`config.mk`:
```
export PLATFORM = sky130hd
export DESIGN_NAME = bcd_counter_7seg_multi
export DESIGN_NICKNAME = d
export VERILOG_FILES = /design/src/rtl/bcd_counter_7seg_multi.sv
export SDC_FILE = /design/constraint.sdc
export NUM_CORES = 1
export LEC_CHECK = 0
export ABC_AREA = 1
export BUFFER_PORTS_ARGS = -buffer_cell sky130_fd_sc_hd__buf_4
export CAP_MARGIN = 10
export CORE_UTILIZATION = 35
export DETAILED_ROUTE_END_ITERATION = 10
export PLACE_DENSITY = 0.55
export SYNTH_ARGS = -nofsm -noshare
export SYNTH_HDL_FRONTEND = slang
export SYNTH_SLANG_ARGS = --single-unit
```
`constraint.sdc`:
```
create_clock -name i_Clk -period 3 [get_ports i_Clk]
set_input_delay 0.6 -clock i_Clk [delete_from_list [all_inputs] [get_ports i_Clk]]
set_output_delay 0.6 -clock i_Clk [all_outputs]
set_load 0.05 [all_outputs]
```
`src/rtl/bcd_counter_7seg_multi.sv`:
```
// Debounced up/down decimal counter (packed BCD, modulo MAX_COUNT) with registered active-low 7-seg decode.
// Step event -> count/wrap +1 cycle -> segments +1 cycle; optional LEADING_ZERO_BLANK_EN blanks leading zeros.
module bcd_counter_7seg_multi #(
  parameter int NUM_DIGITS     = 2,
  parameter int MAX_COUNT      = 100,
  parameter int DEBOUNCE_LIMIT = 250000
) (
  input  logic                    i_Clk,
  input  logic                    i_Rst_L,
  input  logic                    i_Switch_Up,
  input  logic                    i_Switch_Down,
  input  logic                    i_Clear,
  output logic [4*NUM_DIGITS-1:0] o_Count_BCD,
  output logic [7*NUM_DIGITS-1:0] o_Segments,
  output logic                    o_Wrap
);

  localparam int BW = 4 * NUM_DIGITS;
  localparam int SW = 7 * NUM_DIGITS;
  localparam int CW = (DEBOUNCE_LIMIT > 2) ? $clog2(DEBOUNCE_LIMIT) : 1;
  localparam logic [CW-1:0] DB_TOP = CW'(DEBOUNCE_LIMIT - 1);

  function automatic logic [BW-1:0] to_bcd(input int value);
    int v;
    v = value;
    to_bcd = '0;
    for (int d = 0; d < NUM_DIGITS; d++) begin
      to_bcd[4*d +: 4] = 4'(v % 10);
      v = v / 10;
    end
  endfunction

  function automatic logic [6:0] seg_decode(input logic [3:0] digit);
    case (digit)
      4'd0:    seg_decode = 7'b0000001;
      4'd1:    seg_decode = 7'b1001111;
      4'd2:    seg_decode = 7'b0010010;
      4'd3:    seg_decode = 7'b0000110;
      4'd4:    seg_decode = 7'b1001100;
      4'd5:    seg_decode = 7'b0100100;
      4'd6:    seg_decode = 7'b0100000;
      4'd7:    seg_decode = 7'b0001111;
      4'd8:    seg_decode = 7'b0000000;
      4'd9:    seg_decode = 7'b0000100;
      default: seg_decode = 7'b1111111;
    endcase
  endfunction

  function automatic logic [SW-1:0] reset_segs(input int digits);
    reset_segs = '0;
    for (int d = 0; d < digits; d++) begin
      reset_segs[7*d +: 7] = 7'b0000001;
`ifdef LEADING_ZERO_BLANK_EN
      if (d > 0) reset_segs[7*d +: 7] = 7'b1111111;
`endif
    end
  endfunction

  localparam logic [BW-1:0] TOP_BCD  = to_bcd(MAX_COUNT - 1);
  localparam logic [SW-1:0] SEG_RST  = reset_segs(NUM_DIGITS);

  // Bit 0 = up button, bit 1 = down button.
  logic [1:0]         raw;
  logic [1:0]         sync_a;
  logic [1:0]         sync_b;
  logic [1:0]         deb;
  logic [1:0]         deb_q;
  logic [1:0][CW-1:0] db_cnt;
  logic               step_up;
  logic               step_dn;

  assign raw = {i_Switch_Down, i_Switch_Up};

  always_ff @(posedge i_Clk or negedge i_Rst_L) begin
    if (!i_Rst_L) begin
      sync_a <= '0;
      sync_b <= '0;
      deb    <= '0;
      deb_q  <= '0;
      db_cnt <= '0;
    end else begin
      sync_a <= raw;
      sync_b <= sync_a;
      deb_q  <= deb;
      for (int i = 0; i < 2; i++) begin
        if (sync_b[i] == deb[i]) begin
          db_cnt[i] <= '0;
        end else if (db_cnt[i] == DB_TOP) begin
          deb[i]    <= sync_b[i];
          db_cnt[i] <= '0;
        end else begin
          db_cnt[i] <= db_cnt[i] + CW'(1);
        end
      end
    end
  end

  assign step_up = deb[0] & ~deb_q[0];
  assign step_dn = deb[1] & ~deb_q[1];

  logic [BW-1:0] inc_val;
  logic [BW-1:0] dec_val;

  // Per-digit ripple keeps every digit inside 0..9 without any binary conversion.
  always_comb begin
    logic carry;
    logic borrow;
    inc_val = o_Count_BCD;
    dec_val = o_Count_BCD;
    carry   = 1'b1;
    borrow  = 1'b1;
    for (int d = 0; d < NUM_DIGITS; d++) begin
      if (carry) begin
        if (o_Count_BCD[4*d +: 4] == 4'd9) begin
          inc_val[4*d +: 4] = 4'd0;
        end else begin
          inc_val[4*d +: 4] = o_Count_BCD[4*d +: 4] + 4'd1;
          carry = 1'b0;
        end
      end
      if (borrow) begin
        if (o_Count_BCD[4*d +: 4] == 4'd0) begin
          dec_val[4*d +: 4] = 4'd9;
        end else begin
          dec_val[4*d +: 4] = o_Count_BCD[4*d +: 4] - 4'd1;
          borrow = 1'b0;
        end
      end
    end
  end

  always_ff @(posedge i_Clk or negedge i_Rst_L) begin
    if (!i_Rst_L) begin
      o_Count_BCD <= '0;
      o_Wrap      <= 1'b0;
    end else begin
      o_Wrap <= 1'b0;
      if (i_Clear) begin
        o_Count_BCD <= '0;
      end else if (step_up && !step_dn) begin
        if (o_Count_BCD == TOP_BCD) begin
          o_Count_BCD <= '0;
          o_Wrap      <= 1'b1;
        end else begin
          o_Count_BCD <= inc_val;
        end
      end else if (step_dn && !step_up) begin
        if (o_Count_BCD == '0) begin
          o_Count_BCD <= TOP_BCD;
          o_Wrap      <= 1'b1;
        end else begin
          o_Count_BCD <= dec_val;
        end
      end
    end
  end

  logic [SW-1:0] seg_next;

  always_comb begin
`ifdef LEADING_ZERO_BLANK_EN
    logic lead;
    lead = 1'b1;
`endif
    seg_next = '0;
    for (int d = NUM_DIGITS - 1; d >= 0; d--) begin
      seg_next[7*d +: 7] = seg_decode(o_Count_BCD[4*d +: 4]);
`ifdef LEADING_ZERO_BLANK_EN
      lead = lead & (o_Count_BCD[4*d +: 4] == 4'd0);
      if (lead && d > 0) seg_next[7*d +: 7] = 7'b1111111;
`endif
    end
  end

  always_ff @(posedge i_Clk or negedge i_Rst_L) begin
    if (!i_Rst_L) o_Segments <= SEG_RST;
    else          o_Segments <= seg_next;
  end

endmodule

```
; ---- Yosys cells after proc, flatten, opt, wreduce, memory -nomap -nowiden
; Memories as Yosys holds them, arrays and structs flattened. A register that Yosys moved wholly into a read port is not among the register bits.
; Index checks and enable logic that the tools add are counted.
[totals]
memories = 2
mem_bits_rw = 0
reg_bits = 53
input_bits = 5
mem_bits_ro = 224
out_inout_bits = 23
latchBits = 0
[memory_table]
columns = name, words, word_bits, rd, rd_ports_with_merged_regs, write_ports, line_no
row1 = (name not given), 16, 7, 1, 1, 0, 34  ; case (digit)
row2 = (name not given), 16, 7, 1, 1, 0, 34
[op_classes]
n_lt_le_gt_ge = 0
reduce_logical = 14
n_bitwise = 6
div = 0
addsub = 6
mul = 0
n_mux = 22
n_shift = 0
n_eq_ne = 8
[ops]
columns = op, count
row1 = 18-bit two-way mux, 4
row2 = 8-bit two-way mux, 5
row3 = "18-bit by 1-bit adder with 18-bit output, second input constant", 2
row4 = "18-bit == test, second input constant", 2
row5 = 4-bit two-way mux, 6
row6 = "4-bit by 1-bit adder with 4-bit output, second input constant", 2
row7 = "4-bit == test, second input constant", 2
row8 = "8-bit == test, second input constant", 1
row9 = 4-bit logical NOT, 2
row10 = 8-bit logical NOT, 1
row11 = "4-bit by 1-bit subtractor with 4-bit output, second input constant", 2
row12 = 1-bit two-way mux, 7
row13 = 1-bit logical NOT, 4
row14 = "4-bit by 3-bit != test with 1-bit output, second input constant", 1
row15 = 1-bit inverter, 4
row16 = 2-bit AND reduction, 2
row17 = 4-bit nonzero test, 1
row18 = 3-bit AND reduction, 1
row19 = 3-bit nonzero test, 1
row20 = 1-bit bitwise AND, 2
row21 = 1-bit == test, 2
row22 = 1-bit logical AND, 2

; ---- Depth between registers and ports, before layout
; Gate-level depths: netlist of run 1.
[logic_depth]
depth_word = 7
depth_mapped = 9
ltp_nobuf = 9

; ---- Least setup slack after synthesis of run 1
; OpenSTA, ideal clock, no wires.
[synth_timing]
kind = flip-flop to flip-flop
start = reg o_Count_BCD[4]
end = reg o_Count_BCD[6]
required_ps = 2875
t_arrival_ps = 1727
period_less_slack_ps = 1852
slack_ps = 1148
path_stages_with_launch = 9
path_cell_list = dfrtp_1 -> inv_1 -> ha_1 -> ha_1 -> inv_1 -> nand4_1 -> o21ai_0 -> nand2_1 -> o21ai_1
[synth_between]
elab_chain_len = 7
[synth_rtl]
columns = element, line_no
row1 = from (decl), 13  ; output logic [4*NUM_DIGITS-1:0] o_Count_BCD,
row2 = from (signal assigned), 145  ; o_Count_BCD <= inc_val;
row3 = from (signal assigned), 152  ; o_Count_BCD <= dec_val;
row4 = 4-bit by 1-bit subtractor with 4-bit output or 4-bit logical NOT (tied branches), "125, 122"
row5 = 4-bit two-way mux, 122  ; if (o_Count_BCD[4*d +: 4] == 4'd0) begin
row6 = 4-bit two-way mux, 121  ; if (borrow) begin
row7 = 8-bit two-way mux, 148  ; if (o_Count_BCD == '0) begin
row8 = 8-bit two-way mux, 147  ; end else if (step_dn && !step_up) begin
row9 = 8-bit two-way mux, 140  ; end else if (step_up && !step_dn) begin
row10 = 8-bit two-way mux, 138  ; if (i_Clear) begin
; Parallel ways exist; a longest one is shown, timed or not. The select of a mux whose other input is x is not followed.
; A chain may end at the register's enable or synchronous reset.

; ---- Worst setup path in the final report of run 1
[layout_timing]
start = reg o_Count_BCD[2]
end = out o_Count_BCD[2]
; No word-level cell between the ends.

==> metrics.md, run 1 <==
| Metric | Value |
|---|---|
| Setup Crit Path Kind | `flip-flop to output pin` |
| Post-DRT Antenna Nets | `0` |
| Hold crit path type | `primary input to asynchronous set/reset pin` |
| Cell Chain, Critical Path | `buf_4` |
| Critical Path End Type | `output pin` |
| PnR worst setup slack | `1.192 ns` |
| Worst Path Buf+Inv | `1` |
| Via count | `3101` |
| Synth-to-layout area growth | `15.06%` |
| Req. time, crit path | `2.40 ns` |
| Post-layout util | `41.75%` |
| Routed WL | `7.888 mm` |
| CP max-delay cell | `dfrtp_1` |
| Flop2flop setup slack | `1.37 ns` |
| CTS tree | `done` |
| Sink Count | `67` |
| Antenna fix cells | `0` |
| Crit path largest cell delay | `0.59 ns` |
| CTS Root Cell | `clkbuf_8` |
| Std cell rows | `37` |
| Slew headroom | `43.64%` |
| # setup viols final | `0` |
| #FFs+latches synth | `67` |
| Clock tree buffer depth | `2` |
| Pre-CTS WS | `1.373 ns` |
| Commonest non-fill, non-tap cells in the layout | `100 x nand2_1, 86 x nor2_1, 65 x dfrtp_1, 50 x inv_1, 34 x nand3_1` |
| Tcrit/Tclk final | `60.27%` |
| Total CTS buffers | `9` |
| Max-slew violations | `0` |
| Synth unique cells | `36` |
| I/O Buffers | `27` |
| Avg Cell Area, Syn | `between 7 and 8 um^2` |
| Placed wire-length estimate | `5.770 mm` |
| Peak supply drop | `0.2476 mV` |
| Largest fanout on the critical path | `13` |
| Setup TNS | `0 ns` |
| Ports | `28` |
| Vias in the first global route | `3028` |
| DRC | `0` |
| H-tree depth | `3` |
| Clk_lat worst skew | `0.34 ns` |
| Overall Power | `between 0.0015 and 0.002 W` |
| First-pass GRT wire length | `about 14 mm` |
| CTS-repair resized insts | `0` |
| Crit path depth | `1` |
| Initial DRT Pass Iterations | `4` |
| Largest net degree at the start of global routing | `68` |
| Ys Warns | `0` |
| Initial Util | `36.28%` |
| F_max | `553.1 MHz` |
| Initial antenna violation count | `0` |
| PwrDens | `452.7 mW/mm^2` |
| Largest delay share family, worst path | `flip-flops` |
| Crit path DAT | `approximately 1.2 ns` |
| # hold bufs at CTS | `0` |
| FF-to-FF path depth | `8` |
| Crit path launch type | `flip-flop` |
| Gpl congestion | `~0.88` |
| Synth Cell Area | `0.003762 mm^2` |
| Layout Nets | `529` |
| Synth Instances | `478` |
| Post-CTS Setup Bufs | `0` |
| Tmin final | `approximately 1.8 ns` |
| Core Area | `~0.010 mm^2` |
| Die X-Extent | `105.7 um` |
| GRT overflow | `0` |
| Worst-margin pin slew | `0.8454 ns` |
| Vias per cell | `4.756` |
| Number of filler cells placed in the layout | `1083` |
| Most common cell after layout, fill and taps aside | `nand2_1` |
| Hold Slack | `0.3530 ns` |
| Mean routed wirelength per cell | `12.10 um` |
| Iter 0 DRT Violations | `between 100 and 150` |
| GRT Resource Usage Total | `15.42%` |
| Total of max-cap violations | `0` |
| Fraction of layout cells with a size suffix above 1 | `17.05%` |
| Leak pwr | `1.966 nW` |
| Clk_skew | `0.009211 ns` |
| Fin. Hold Viols | `0` |
| Syn nets | `approximately 500` |
| RSZ-0062 raised after global routing | `no` |
| Reg clk slew, reported paths | `0.08 ns` |
| Die ar. | `0.01117 mm^2` |
| Sequential fraction of the synthesis area | `~45%` |
| Die height | `105.7 um` |
| Status | `finished clean` |
[through the flow]
step                      cell area (um^2)  cells
after global routing                  4329    652
after floorplan                       3762    478
after CTS                             4329    652
after global placement                4114    637
after detailed placement              4114    637
final                                 4329    652
[kinds of logic after synthesis]
logic type,count (synthesis),synth area share [%]
AND/OR/NAND/NOR,282,35.15
flip-flops,67,44.63
buffers and inverters,58,6.152
AO/OA/AOI/OAI,45,6.818
XOR/XNOR,14,3.259
adder cells (fa/ha/maj),12,3.991
[cells in the mapped netlist]
library cell | n | area [um^2]
a211oi_2 | 1 | 12.51
a21oi_1 | 8 | 40.04
a21oi_2 | 2 | 17.52
a31oi_1 | 2 | 12.51
and2_0 | 1 | 6.260
and2_1 | 1 | 6.260
buf_2 | 4 | 20.02
buf_6 | 1 | 11.26
clkbuf_2 | 1 | 5.000
dfrtp_1 | 65 | 1627
dfstp_2 | 2 | 52.55
ha_1 | 12 | 150.1
inv_1 | 50 | 187.7
inv_2 | 2 | 7.510
nand2_1 | 100 | 375.4
nand2_2 | 12 | 75.07
nand2_4 | 1 | 11.26
nand3_1 | 34 | 170.2
nand3_2 | 4 | 40.04
nand3b_1 | 2 | 15.01
nand4_1 | 15 | 93.84
nor2_1 | 86 | 322.8
nor2_2 | 7 | 43.79
nor2_4 | 8 | 90.09
nor3_1 | 5 | 25.02
nor3_2 | 2 | 20.02
nor3b_1 | 2 | 15.01
o211ai_1 | 2 | 15.01
o21a_1 | 1 | 7.510
o21ai_0 | 25 | 125.1
o21ai_1 | 2 | 10.01
o21ai_2 | 1 | 8.760
o21bai_1 | 1 | 7.510
or2_2 | 2 | 12.51
xnor2_1 | 4 | 35.03
xor2_1 | 10 | 87.58
[layout make-up]
class	instances	area [um^2]	area share, %
inverter	52	195.2	4.509
tap	136	170.2	3.931
clock inverter	6	91.34	2.110
sequential	67	1679	38.79
multi-input combinational	353	1852	42.77
clock buffer	9	123.9	2.861
timing repair buffer	29	217.7	5.029
[path summary, 6_finish.rpt]
kind / from / endpoint
min reg2reg: sync_a[0] / sync_b[0]
min: i_Rst_L / o_Segments[5]
max reg2reg: o_Count_BCD[4] / o_Count_BCD[6]
max: o_Count_BCD[2] / o_Count_BCD[2]
min in group i_Clk: sync_a[0] / sync_b[0]
max in group asynchronous: i_Rst_L / o_Segments[12]
[registers in the layout (all words and copies together), names as in the netlist]
name,cells
deb,2
o_Count_BCD,8
deb_q,2
o_Wrap,1
o_Segments,14
sync_a,2
sync_b,2
db_cnt,36
[power breakdown]
part | switching, W | internal [W]
Clock | 0.000356 | 0.000464
Combinational | 0.000136 | 0.0000550
Sequential | 0.0000189 | 0.000929
[layer usage]
metal  vias up  part of all wire [%]  track usage, %
met5         -                     0               0
met4         0                   1.9           8.234
met3        12                   3.1           2.226
met2        70                    48           25.16
met1      1427                    47           19.72
li1       1592                     -               -
(Power assumes the default switching activity.)
==> run 2: changes to the inputs <==
- ABC_AREA: 1 -> 0
- PLACE_DENSITY: 0.55 -> 0.57
- clock period: 3 -> 1.5 ns (I/O delays scaled with it)
==> run 2 against run 1 <==
Hold slack got worse by 0.28 ns; power increased by 90%; the flow now finishes with violations (setup timing); non-clock buffer count is 107 higher; critical path type is now flip-flop to flip-flop; clock skew shrank 0.0017 ns; critical path depth is 5 higher; synthesized cell count shrank 26%; core utilization grew 15 points.
==> metrics.md, run 2 <==
| Metric | Value |
|---|---|
| Status | `complete, but fails checks` |
| Failing checks | `setup timing` |
| Placed wire-length estimate | `5.899 mm (+2.2%)` |
| Top Registers | `db_cnt: 36 flops, o_Segments: 14 flops, o_Count_BCD: 8 flops` |
| H-tree depth | `3 (unchanged)` |
| Std cell rows | `35 (-5.4%)` |
| #FFs+latches synth | `67 (unchanged)` |
| Origin of the worst setup path | `o_Count_BCD[0]` |
| Req. time, crit path | `1.75 ns (-0.65 ns)` |
| Synth Instances | `355 (-26%)` |
| First-pass GRT wire length | `15.03 mm (+9.7%)` |
| Non-Filler Instances | `622 (-4.6%)` |
| Tmin final | `1.695 ns` |
| Hold crit path type | `primary input to flip-flop` |
| Critical Path End Type | `flip-flop` |
| FF-to-FF path depth | `6 (-2)` |
| Gpl congestion | `0.8325 (-4.9%)` |
| Top post-synthesis cells by count | `65 x dfrtp_1, 46 x nor2_1, 21 x nand2_1` |
| Placed cells | `586 (-8.0%)` |
| Clock share of power | `40.1% (-1.8 points)` |
| Crit path launch type | `flip-flop` |
| Crit path DAT | `1.95 ns (+0.74 ns)` |
| Antenna fix cells | `0 (unchanged)` |
| Leak pwr | `2.304 nW (+17%)` |
| Int Pwr | `0.002817 W (+95%)` |
| Via count | `3159 (+1.9%)` |
| Flop pwr share | `50.0% (+1.6 points)` |
| EDFF count, synth | `0 (unchanged)` |
| Synth-to-layout area growth | `54.60%` |
| Avg Cell Area, Syn | `9.721 um^2 (+23%)` |
| Peak supply drop | `0.4574 mV (+85%)` |
| Largest net degree at the start of global routing | `27 (-60%)` |
| Synth unique cells | `52 (+44%)` |
| PnR worst setup slack | `-0.1951 ns (-1.387 ns)` |
| Slew headroom | `74.95% (+31 points)` |
| F_max | `590.0 MHz` |
| Layout Nets | `505 (-4.5%)` |
| HP Start | `i_Switch_Down` |
| DRC | `0 (unchanged)` |
| Hold Slack | `0.07262 ns (-0.2804 ns)` |
| Die height | `101.3 um (-4.1%)` |
| Share of the synthesized area in the top cell type | `47.14% (+3.9 points)` |
| Synth Cell Area | `0.003451 mm^2 (-8.3%)` |
| Reg clk slew, reported paths | `0.07 ns (about the same)` |
| Die X-Extent | `101.3 um (-4.1%)` |
| Sink Count | `67 (unchanged)` |
| P_sw | `0.0009129 W (+79%)` |
| Sw Share | `24.47% (-1.6 points)` |
| Clk_skew | `0.007545 ns (-0.001666 ns)` |
| Fraction of layout cells with a size suffix above 1 | `47.46% (+30 points)` |
| Flop2flop setup slack | `-0.20 ns (-1.57 ns)` |
| Max reg flops | `36 (unchanged)` |
| R2R Path End | `o_Count_BCD[4]` |
| CTS Root Cell | `clkbuf_8` |
| Prevailing post-synth register cell | `dfrtp_1` |
| Ports | `28 (unchanged)` |
| Total of max-cap violations | `0 (unchanged)` |
| RSZ-0062 raised after global routing | `yes` |
| Total CTS buffers | `9 (unchanged)` |
| Die ar. | `0.01026 mm^2 (-8.1%)` |
| Worst setup path end | `o_Count_BCD[4]` |
| PwrDens | `699.2 mW/mm^2 (+54%)` |
| Clock tree buffer depth | `2 (unchanged)` |
| Comb power frac | `10.0% (+0.2 points)` |
| Syn nets | `372 (-25%)` |
| Cell taking the most area after synthesis | `dfrtp_1` |
| GRT overflow | `0 (unchanged)` |
| R2R Path Start | `o_Count_BCD[0]` |
| Top-count cell post-synth | `dfrtp_1` |
| Initial DRT Pass Iterations | `4 (unchanged)` |
| Iter 0 DRT Violations | `103 (-12%)` |
| I/O Buffers | `27 (unchanged)` |
| Setup Crit Path Kind | `flip-flop to flip-flop` |
| Post-synthesis async set-or-reset flop share | `100.0% (unchanged)` |
| Ys Warns | `0 (unchanged)` |
| Initial antenna violation count | `0 (unchanged)` |
| GRT Resource Usage Total | `18.72% (+3.3 points)` |
| Worst-margin pin slew | `0.3724 ns (-0.4731 ns)` |
| Vias per cell | `5.079 (+6.8%)` |
| Mean routed wirelength per cell | `14.41 um (+19%)` |
| # setup viols final | `44 (+44)` |
| CTS tree | `done` |
| Fin. Hold Viols | `0 (unchanged)` |
| Synth area leaders | `dfrtp_1 47%, xnor2_1 5.1%, nor2_1 5.0%` |
| Tcrit/Tclk final | `113.0%` |
| Most common cell after layout, fill and taps aside | `buf_4` |
| Commonest non-fill, non-tap cells in the layout | `119 x buf_4, 58 x dfrtp_1, 30 x nor2_1, 20 x xnor2_1, 19 x nand2_1` |
| Max-slew violations | `0 (unchanged)` |
| Sequential fraction of the synthesis area | `48.66% (+4.0 points)` |
| Post-layout util | `56.66% (+15 points)` |
| Core Area | `0.009415 mm^2 (-9.2%)` |
| Final Cell Area | `0.005335 mm^2 (+23%)` |
| Largest fanout on the critical path | `7 (-6)` |
| Post-DRT Antenna Nets | `0 (unchanged)` |
| Reg with most FFs | `db_cnt` |
| Vias in the first global route | `3209 (+6.0%)` |
| Placed cell area | `0.004593 mm^2 (+12%)` |
| Clk_lat worst skew | `0.34 ns (about the same)` |
| Initial Util | `36.65% (+0.37 points)` |
| Routed WL | `8.961 mm (+14%)` |
-- run 2: through the flow --
step,setup slack [ns],setup TNS [ns],power [W]
final,-0.1951,-5.380,0.003730
after global placement,-0.2062,-6.228,0.002171
after detailed placement,-0.2548,-6.746,0.002176
after floorplan,-0.3515,-5.812,0.002035
after global routing,-0.3039,-10.16,0.003886
after CTS,-0.1773,-5.524,0.003736
-- run 2: timing repair --
item	in CTS	in global routing
pin swaps	17	21
hold buffers	1	0
endpoints found under the setup margin	47	50
setup buffers	11	10
resized for setup	40	45
hold endpoints to repair	21	0
gates cloned	2	1
-- run 2: area by class of cell --
| class | instances | area, um^2 |
|---|---|---|
| inverter | 14 | 57.56 |
| clock buffer | 11 | 141.4 |
| clock inverter | 5 | 52.55 |
| multi-input combinational | 260 | 2103 |
| sequential | 67 | 1690 |
| tap | 129 | 161.4 |
| fill | 785 | 4080 |
| timing repair buffer | 136 | 1129 |
-- run 2: worst min-delay path by stage --
stage                     to  slack, ns  depth (start not counted)
4_1_cts            sync_a[0]       0.06                          1
3_3_place_gp   o_Segments[5]       0.24                          1
3_5_place_dp   o_Segments[5]       0.24                          1
5_1_grt            sync_a[0]       0.05                          1
2_1_floorplan      db_cnt[0]      0.004                          0
6_report           sync_a[1]       0.07                          1
-- run 2: cell families after synthesis --
group / share of synthesized area [%]
adder cells (fa/ha/maj): 4.351
flip-flops: 48.66
buffers and inverters: 3.154
XOR/XNOR: 7.361
multiplexers: 0.9427
AND/OR/NAND/NOR: 22.77
AO/OA/AOI/OAI: 12.76
-- run 2: power by group through the flow --
stage | sequential, W | combinational, W | clock [W]
after global placement | 0.00190 | 0.000273 | 0
after floorplan | 0.00194 | 0.0000956 | 0
after CTS | 0.00186 | 0.000334 | 0.00154
final | 0.00186 | 0.000371 | 0.00150
after detailed placement | 0.00190 | 0.000277 | 0
after global routing | 0.00187 | 0.000403 | 0.00162
-- run 2: routing by layer --
layer  track usage, %  share of wire [%]
met4            7.469                2.0
met1            24.24                 45
met2            31.34                 50
met3            3.037                3.5
met5                0                  0
-- run 2: worst max-delay path, stage by stage (launching register included) --
cell and delay, ns:
dfrtp_4 0.53, inv_4 0.09, ha_4 0.13, nor3b_4 0.25
nand3_4 0.16, a22o_1 0.25, a211oi_2 0.20
==> run 3: changes to the inputs <==
- CORE_MARGIN: unset -> 3
==> run 3 against run 2 <==
The run still ends with setup timing left; register-to-register slack worse by 0.03 ns; first-iteration DRC count is 16% higher; design area is 0.49% higher; global-route usage is 2.1 points lower; sequential cell count stayed put; maximum frequency is 1.9% lower; die area is 8.1% higher; clock power is 10% lower; sequential share of layout area is 0.11 points lower; clock skew hardly changed; core utilization is 0.28 points higher; critical path type unchanged; critical endpoint is now db_cnt[35].
==> metrics.md, run 3 (synthesis results as in run 2) <==
| Metric | Value |
|---|---|
| Reg with most FFs | `db_cnt` |
| GRT overflow | `0 (unchanged)` |
| Hold Slack | `0.06711 ns (-0.005506 ns)` |
| Sw Share | `26.10% (+1.6 points)` |
| Die X-Extent | `105.3 um (+3.9%)` |
| Worst-margin pin slew | `0.4276 ns (+0.05529 ns)` |
| Req. time, crit path | `1.72 ns (-0.03 ns)` |
| Die height | `105.3 um (+3.9%)` |
| CTS Root Cell | `clkbuf_8` |
| Failing checks | `setup timing` |
| Clk_skew | `0.007621 ns (+0.00007575 ns)` |
| Status | `complete, but fails checks` |
| GR peak layer | `met2` |
| Hold crit path type | `primary input to flip-flop` |
| Leak pwr | `2.351 nW (+2.0%)` |
| Post-DRT Antenna Nets | `0 (unchanged)` |
| Via count | `3181 (+0.70%)` |
| Sink Count | `67 (unchanged)` |
| Grt met2 use | `27.28% (-4.1 points)` |
| # setup viols final | `45 (+2.3%)` |
| RSZ-0062 raised after global routing | `yes` |
| DRC | `0 (unchanged)` |
| Initial Util | `36.65% (unchanged)` |
| H-tree depth | `3 (unchanged)` |
| Mean routed wirelength per cell | `14.19 um (-1.5%)` |
| Comb power frac | `9.4% (-0.6 points)` |
| Clk_lat worst skew | `0.34 ns (about the same)` |
| Reg clk slew, reported paths | `0.08 ns (about the same)` |
| First-pass GRT wire length | `15.26 mm (+1.5%)` |
| Routed WL | `8.969 mm (about the same)` |
| Iter 0 DRT Violations | `119 (+16%)` |
| PnR worst setup slack | `-0.2274 ns (-0.03236 ns)` |
| Core Area | `0.009415 mm^2 (unchanged)` |
| GRT met1 Usage | `22.38% (-1.9 points)` |
| Slew headroom | `71.23% (-3.7 points)` |
| GRT Resource Usage Total | `16.66% (-2.1 points)` |
| Placed wire-length estimate | `5.980 mm (+1.4%)` |
| Max reg flops | `36 (unchanged)` |
| Peak supply drop | `0.4842 mV (+5.9%)` |
| Commonest non-fill, non-tap cells in the layout | `129 x buf_4, 56 x dfrtp_1, 27 x nor2_1, 20 x xnor2_1, 18 x nand2_1` |
| Critical Path End Type | `flip-flop` |
| Clock share of power | `38.0% (-2.1 points)` |
| F_max | `578.9 MHz (-1.9%)` |
| Layout Nets | `515 (+2.0%)` |
| Clock tree buffer depth | `2 (unchanged)` |
| Top Registers | `db_cnt: 36 flops, o_Segments: 14 flops, o_Count_BCD: 8 flops` |
| Most common cell after layout, fill and taps aside | `buf_4` |
| Antenna fix cells | `0 (unchanged)` |
| Initial DRT Pass Iterations | `4 (unchanged)` |
| GRT met3 Usage | `3.307% (+0.27 points)` |
| Largest net degree at the start of global routing | `30 (+11%)` |
| Tcrit/Tclk final | `115.2% (+2.2 points)` |
| Synth-to-layout area growth | `55.37%` |
| Placed cell area | `0.004633 mm^2 (+0.87%)` |
| Vias per cell | `5.033 (-0.90%)` |
| Largest fanout on the critical path | `7 (unchanged)` |
| Flop pwr share | `52.6% (+2.6 points)` |
| Max-slew violations | `0 (unchanged)` |
| Vias in the first global route | `3240 (+0.97%)` |
| PwrDens | `661.1 mW/mm^2 (-5.4%)` |
| P_sw | `0.0009250 W (+1.3%)` |
| Fin. Hold Viols | `0 (unchanged)` |
| Total CTS buffers | `9 (unchanged)` |
| Crit path DAT | `1.95 ns (about the same)` |
| Pre-CTS WS | `-0.2333 ns (+0.02150 ns)` |
| Std cell rows | `35 (unchanged)` |
| Die ar. | `0.01109 mm^2 (+8.1%)` |
| Setup Crit Path Kind | `flip-flop to flip-flop` |
| Int Pwr | `0.002620 W (-7.0%)` |
| Total of max-cap violations | `0 (unchanged)` |
| Post-layout util | `56.94% (+0.28 points)` |
| Tmin final | `1.727 ns (+0.03236 ns)` |
| I/O Buffers | `27 (unchanged)` |
| CTS tree | `done` |
| Final Cell Area | `0.005361 mm^2 (+0.49%)` |
| Crit path launch type | `flip-flop` |
| Fraction of layout cells with a size suffix above 1 | `49.90% (+2.4 points)` |
| Initial antenna violation count | `0 (unchanged)` |
| Gpl congestion | `0.8681 (+4.3%)` |
| Ports | `28 (unchanged)` |
==> run 3: final timing paths <==
kind	end	depth (start not counted)	start	slack, ns
setup / recovery	db_cnt[35]	6	db_cnt[27]	-0.23
hold / removal	sync_a[0]	1	i_Switch_Up	0.07
setup reg to reg	db_cnt[35]	6	db_cnt[27]	-0.23
hold reg to reg	sync_b[1]	0	sync_a[1]	0.35
max in group asynchronous	o_Segments[0]	3	i_Rst_L	0.51
min in group asynchronous	o_Count_BCD[7]	2	i_Rst_L	0.43
==> run 3: metal layers <==
layer / up-vias / part of all wire [%]
li1: 1553 / -
met1: 1577 / 46
met2: 47 / 51
met3: 4 / 2.6
met4: 0 / 0.49
met5: - / 0
==> run 3: critical path, stage by stage (launching register included) <==
cell and delay [ns]:
dfrtp_1 0.42, nor4_2 0.28, nand4_1 0.17, buf_4 0.18, o41ai_4 0.31, buf_6 0.20, a21oi_2 0.04
==> run 3: layout make-up <==
class | count | area (um^2)
clock buffers | 11 | 141.4
well taps | 129 | 161.4
fillers | 800 | 4054
flip-flops and latches | 67 | 1693
inverters | 14 | 57.56
clock inverters | 5 | 30.03
repair buffers | 146 | 1167
multi-input cells | 260 | 2111
==> run 3: power groups by stage <==
stage	logic [W]	registers, W	clock network, W
finish	0.000332	0.00187	0.00135
global route	0.000364	0.00187	0.00146
CTS	0.000304	0.00186	0.00138
detailed placement	0.000277	0.00190	0
global placement	0.000273	0.00190	0
floorplan	0.0000956	0.00194	0
==> run 3: timing repair <==
| action | CTS | global route |
|---|---|---|
| cloned | 1 | 0 |
| hold buffers | 1 | 0 |
| setup buffers | 7 | 14 |
| resized for setup | 46 | 48 |
| pin swaps | 20 | 14 |
| endpoints found under the setup margin | 48 | 51 |
| hold endpoints to repair | 26 | 0 |
==> run 3: stage by stage <==
step,power [W],TNS (ns),instances
6_report,0.003545,-7.459,632
5_1_grt,0.003692,-10.42,632
4_1_cts,0.003551,-6.327,618
3_5_place_dp,0.002176,-6.167,593
3_3_place_gp,0.002171,-5.014,593
2_1_floorplan,0.002035,-5.812,355
